[config.mk]
export PLATFORM = sky130hd
export DESIGN_NAME = rca_share_ctrl
export DESIGN_NICKNAME = d
export VERILOG_FILES = /design/src/rtl/rca_pkg.sv /design/src/rtl/rca.sv /design/src/rtl/rca_rr_pick.sv /design/src/rtl/rca_share_ctrl.sv
export SDC_FILE = /design/constraint.sdc
export NUM_CORES = 1
export LEC_CHECK = 0
export CAP_MARGIN = 20
export CORE_ASPECT_RATIO = 0.5
export CORE_UTILIZATION = 43
export CTS_CLUSTER_DIAMETER = 40
export DETAILED_ROUTE_END_ITERATION = 10
export PLACE_DENSITY_LB_ADDON = 0.2
export SLEW_MARGIN = 20
export SYNTH_ARGS = -nofsm -noshare
export SYNTH_HDL_FRONTEND = slang
export SYNTH_SLANG_ARGS = --single-unit
[constraint.sdc]
create_clock -name clk -period 4.32 [get_ports clk]
set_input_delay 0.864 -clock clk [delete_from_list [all_inputs] [get_ports clk]]
set_output_delay 0.864 -clock clk [all_outputs]
set_load 0.05 [all_outputs]
[src/rtl/rca_pkg.sv]
// Shared types and constants for the shared-adder controller.
// Buffer states, requester ids and the priority reset value.
package rca_pkg;

    typedef enum logic {
        EMPTY = 1'b0,
        FULL  = 1'b1
    } buf_state_t;

    typedef logic req_id_t;

    localparam req_id_t REQ0     = 1'b0;
    localparam req_id_t REQ1     = 1'b1;
    localparam req_id_t LAST_RST = REQ1;

endpackage

[src/rtl/rca.sv]
// Ripple-carry adder; one full-adder cell per bit.
// The carry chain is the critical path of the controller.
module rca #(
    parameter int WIDTH = 6
) (
    input  logic [WIDTH-1:0] i_a,
    input  logic [WIDTH-1:0] i_b,
    input  logic             i_cin,
    output logic [WIDTH-1:0] o_sum,
    output logic             o_cout
);

    logic [WIDTH:0] w_c;

    assign w_c[0] = i_cin;

    for (genvar i = 0; i < WIDTH; i++) begin : g_fa
        assign o_sum[i]  = i_a[i] ^ i_b[i] ^ w_c[i];
        assign w_c[i+1]  = (i_a[i] & i_b[i]) | (w_c[i] & (i_a[i] ^ i_b[i]));
    end

    assign o_cout = w_c[WIDTH];

endmodule

[src/rtl/rca_rr_pick.sv]
// Two-way round-robin pick; the requester that did not go last
// wins a conflict. Operands never reach this logic.
module rca_rr_pick
    import rca_pkg::*;
(
    input  logic    i_valid0,
    input  logic    i_valid1,
    input  req_id_t i_last,
    input  logic    i_can_accept,
    output req_id_t o_grant,
    output logic    o_ready0,
    output logic    o_ready1
);

    req_id_t w_grant;

    always_comb begin
        w_grant = REQ0;
        unique case (1'b1)
            (i_valid0 & i_valid1):  w_grant = req_id_t'(~i_last);
            (i_valid1 & ~i_valid0): w_grant = REQ1;
            default:                w_grant = REQ0;
        endcase
    end

    assign o_grant  = w_grant;
    assign o_ready0 = i_can_accept & i_valid0 & (w_grant == REQ0);
    assign o_ready1 = i_can_accept & i_valid1 & (w_grant == REQ1);

endmodule

[src/rtl/rca_share_ctrl.sv]
// Two requesters share one rca adder; results go through a
// single-entry buffer with per-requester saturating counts.
module rca_share_ctrl
    import rca_pkg::*;
#(
    parameter int WIDTH = 6,
    parameter int CNT_W = 8
) (
    input  logic             clk,
    input  logic             rst,
    input  logic             req0_valid,
    input  logic [WIDTH-1:0] req0_a,
    input  logic [WIDTH-1:0] req0_b,
    output logic             req0_ready,
    input  logic             req1_valid,
    input  logic [WIDTH-1:0] req1_a,
    input  logic [WIDTH-1:0] req1_b,
    output logic             req1_ready,
    output logic             rsp_valid,
    input  logic             rsp_ready,
    output logic [WIDTH:0]   rsp_sum,
    output logic             rsp_id,
    output logic [CNT_W-1:0] cnt0,
    output logic [CNT_W-1:0] cnt1
);

    buf_state_t       r_state;
    logic [WIDTH:0]   r_sum;
    req_id_t          r_id;
    req_id_t          r_last;
    logic [CNT_W-1:0] r_cnt0;
    logic [CNT_W-1:0] r_cnt1;

    logic             w_can_accept;
    req_id_t          w_grant;
    logic             w_hs0;
    logic             w_hs1;
    logic             w_hs;
    logic [WIDTH-1:0] w_a;
    logic [WIDTH-1:0] w_b;
    logic [WIDTH-1:0] w_add;
    logic             w_cout;

    assign w_can_accept = (r_state == EMPTY) | ((r_state == FULL) & rsp_ready);

    rca_rr_pick u_pick (
        .i_valid0    (req0_valid),
        .i_valid1    (req1_valid),
        .i_last      (r_last),
        .i_can_accept(w_can_accept),
        .o_grant     (w_grant),
        .o_ready0    (req0_ready),
        .o_ready1    (req1_ready)
    );

    assign w_hs0 = req0_valid & req0_ready;
    assign w_hs1 = req1_valid & req1_ready;
    assign w_hs  = w_hs0 | w_hs1;

    // Mux is steered by the grant, so operands stay off the ready path.
    assign w_a = (w_grant == REQ1) ? req1_a : req0_a;
    assign w_b = (w_grant == REQ1) ? req1_b : req0_b;

    rca #(.WIDTH(WIDTH)) u_rca (
        .i_a   (w_a),
        .i_b   (w_b),
        .i_cin (1'b0),
        .o_sum (w_add),
        .o_cout(w_cout)
    );

    always_ff @(posedge clk or posedge rst) begin
        if (rst) begin
            r_state <= EMPTY;
            r_sum   <= '0;
            r_id    <= REQ0;
            r_last  <= LAST_RST;
            r_cnt0  <= '0;
            r_cnt1  <= '0;
        end else begin
            if (w_hs) begin
                r_state <= FULL;
                r_sum   <= {w_cout, w_add};
                r_id    <= w_grant;
                r_last  <= w_grant;
                if (w_hs0 && r_cnt0 != '1) r_cnt0 <= r_cnt0 + 1'b1;
                if (w_hs1 && r_cnt1 != '1) r_cnt1 <= r_cnt1 + 1'b1;
            end else if (r_state == FULL && rsp_ready) begin
                r_state <= EMPTY;
            end
        end
    end

    assign rsp_valid = (r_state == FULL);
    assign rsp_sum   = r_sum;
    assign rsp_id    = r_id;
    assign cnt0      = r_cnt0;
    assign cnt1      = r_cnt1;

`ifdef FORMAL
    logic [WIDTH:0] r_f_exp;

    always_ff @(posedge clk or posedge rst) begin
        if (rst) r_f_exp <= '0;
        else if (w_hs) r_f_exp <= {1'b0, w_a} + {1'b0, w_b};
    end

    always_comb begin
        if (!rst) begin
            assert (!(req0_ready && req1_ready));
            if (rsp_valid) assert (rsp_sum == r_f_exp);
        end
    end

    a_hold: assert property (@(posedge clk) disable iff (rst)
        (rsp_valid && !rsp_ready) |=> ($stable(rsp_sum) && $stable(rsp_id)));
`endif

endmodule

==> results of run 1 <==
## sequential cells by signal (all words and copies together), names as in the netlist
register	flops
rsp_valid	1
r_last	1
rsp_sum	7
rsp_id	1
cnt1	8
cnt0	8
## routing by layer
layer,share of wire,up-vias
met1,0.45,551
met5,0,-
met3,0.058,0
li1,-,559
met2,0.49,37
met4,0,0
## worst min-delay path: cells and delay by family (launching register included)
| family | cells | cell delay (ns) |
|---|---|---|
| DFF | 1 | 0.35 |
| and+or+nand+nor | 2 | 0.12 |
## through the flow
step | total power, mW | area, um^2 | hold slack (ns) | TNS (ns) | utilization
finish | 1.28 | 2130 | 0.488 | 0 | 0.687
global route | 1.35 | 2130 | 0.523 | 0 | 0.687
CTS | 1.29 | 2130 | 0.497 | 0 | 0.687
detailed placement | 1.13 | 2080 | 0.469 | -0.108 | 0.669
global placement | 1.12 | 2080 | 0.480 | -0.0196 | 0.669
floorplan | 0.880 | 1440 | 0.573 | 0 | -
## final timing paths
kind                       startpoint    endpoint  cells past startpoint
setup / recovery           req0_valid  rsp_sum[5]                     12
hold / removal                 rsp_id      rsp_id                      2
setup reg to reg               r_last  rsp_sum[5]                     11
hold reg to reg                rsp_id      rsp_id                      2
max in group asynchronous         rst  rsp_sum[5]                      2
min in group asynchronous         rst     cnt0[5]                      2
## cell type report
class                      count  area [um^2]  share of cell area
multi-input combinational     89          763               0.358
inverter                       6         22.5              0.0106
sequential                    26          652               0.306
tap                           40         50.0              0.0235
clock buffer                   4         55.1              0.0258
timing repair buffer          60          588               0.276
## kinds of logic after synthesis
logic type / share of synthesized area
AOI/OAI and AO/OA: 0.0650
xor gates and xnor gates: 0.0546
adders and majority gates: 0.0954
buffers and inverters: 0.0191
DFF: 0.452
muxes: 0.170
and+or+nand+nor: 0.144
## cell usage after synthesis, drive strengths merged (2+ instances only)
| master | instances | share of area |
|---|---|---|
| a21boi | 3 | 0.023 |
| a21oi | 3 | 0.010 |
| a31oi | 2 | 0.0087 |
| and4 | 2 | 0.012 |
| dfrtp | 25 | 0.43 |
| fa | 5 | 0.069 |
| ha | 3 | 0.026 |
| inv | 6 | 0.016 |
| mux2 | 20 | 0.16 |
| mux2i | 2 | 0.014 |
| nand2 | 11 | 0.029 |
| nand2b | 2 | 0.0087 |
| nand3 | 6 | 0.021 |
| nand4 | 4 | 0.017 |
| nor2 | 6 | 0.017 |
| nor2b | 2 | 0.0087 |
| nor3 | 3 | 0.010 |
| xnor2 | 6 | 0.036 |
| xor2 | 3 | 0.018 |
## power by group
part | switching [mW] | internal (mW)
combinational | 0.432 | 0.269
sequential | 0.0933 | 0.330
clock | 0.0742 | 0.0814
==> run summary, run 1 <==
status = complete, but fails checks
failing checks = design-rule violations
Fill cells = 232
Post-synth EDFFs = 0
Final Cycle Share = 0.952
Worst R2R Setup Slack = 0.93 ns
antenna violations before repair = 0
Post-Syn Area = 1440 um^2
Worst path most repeated cell = fa_1
fin crit period = 4.11 ns
clock root cell = clkbuf_8
Critical Path Fanout Max = 5
row count = 14
final hold vios = 0
Die Ht = 43.0 um
Top FF cell, synth = dfrtp_1
dpl ws = -0.0923 ns
worst skew pair latency = 0.27 ns
CTS buffer count = 3
overall routing resource usage = 0.191
register area share after synthesis = 0.452
layout cells sized above 1 = 0.173
crit end category = flop
max incr delay on CP = 0.48 ns
Cells after Synth = 122
Slew Limit Headroom = 0.378
DR vias = 1,147
Max Cap Viol = 0
FF+latch count, synth = 26
Max Freq = 243 MHz
commonest cells after routing, fill and taps aside = 55 x clkdlybuf4s50_1, 25 x dfrtp_1, 18 x mux2_2
DR WL/cell = 13.9 um
1st-pass router iterations = 7
async set-or-reset flop fraction in the synthesized netlist = 1.00
delay-heaviest family, CP = adder cells
met3 Use GR = 0.0486
final cell count without fillers = 225
average instance area after synthesis = 11.8 um^2
Slew @ Worst Pin = 0.927 ns
fin nets = 223
Die ar. = 3600 um^2
unrepaired setup endpoints after global routing = false
die extent in x = 83.9 um
cts hold-fix bufs = 0
global-route wire length before repair = 5350 um
routing usage on met2 = 0.344
Initial Util = 0.465
initial drt markers = 45
Vias/cell = 5.10
port bufs = 55
CTS H-Tree Depth = 1
# diodes = 0
CP Launch Type = input pin
# setup viols final = 0
leakage power = 0.880 nW
power density over the cells = 601 nW/um^2
Ports = 56
grt ovf = 0
setup ws final = 0.208 ns
residual DRC count = 8
Tightest Hold Check Type = flop to flop
Distinct cells, synth = 30
Post-CTS Setup Bufs = 0
CTS sink count = 26
Layout area overhead = 47.7%
Slew Viols, Final = 0
critical-path cell list = clkdlybuf4s50_1, a21boi_4, mux2_2, ha_1, fa_1, fa_1, fa_1, inv_1, fa_1, inv_1, fa_1, mux2_2
vias in the first global route = 1,199
data required time at the worst endpoint = 4.48 ns
final wirelength = 3130 um
CTS tree = yes
clock buffer depth = 2
maximum VDD drop = 386 uV
post_cts resized = 0
clk slew on worst S/H paths = 0.08 ns
Post-Syn Nets = 159
critical path type = input pin to flop
DP Wirelength = 2520 um
antenna viol nets, final = 0
pin count of the biggest net entering global routing = 27
Arr. time, crit path = 4.27 ns
commonest non-fill, non-tap cell in the layout = clkdlybuf4s50_1
Final Skew = 0.00686 ns
met1 Use GR = 0.243
CP bufs+invs = 3
synth warn = 0
Top Usage Layer GRT = met2
dpl cells = 221
area of the core = 3100 um^2
Worst path slowest cell = clkdlybuf4s50_1
Placer Congestion = 0.784
Note: power is estimated with default switching activity, not from simulation.
==> run 2: changes to the inputs <==
--- a/config.mk
+++ b/config.mk
@@ -5,12 +5,14 @@
 export SDC_FILE = /design/constraint.sdc
 export NUM_CORES = 1
 export LEC_CHECK = 0
+export ABC_CLOCK_PERIOD_IN_PS = 4320
 export CAP_MARGIN = 20
 export CORE_ASPECT_RATIO = 0.5
 export CORE_UTILIZATION = 43
 export CTS_CLUSTER_DIAMETER = 40
 export DETAILED_ROUTE_END_ITERATION = 10
 export PLACE_DENSITY_LB_ADDON = 0.2
+export SETUP_SLACK_MARGIN = 0.02
 export SLEW_MARGIN = 20
 export SYNTH_ARGS = -nofsm -noshare
 export SYNTH_HDL_FRONTEND = slang
==> results of run 2 <==
The final DEF is identical to that of run 1; final timing and power are the same.
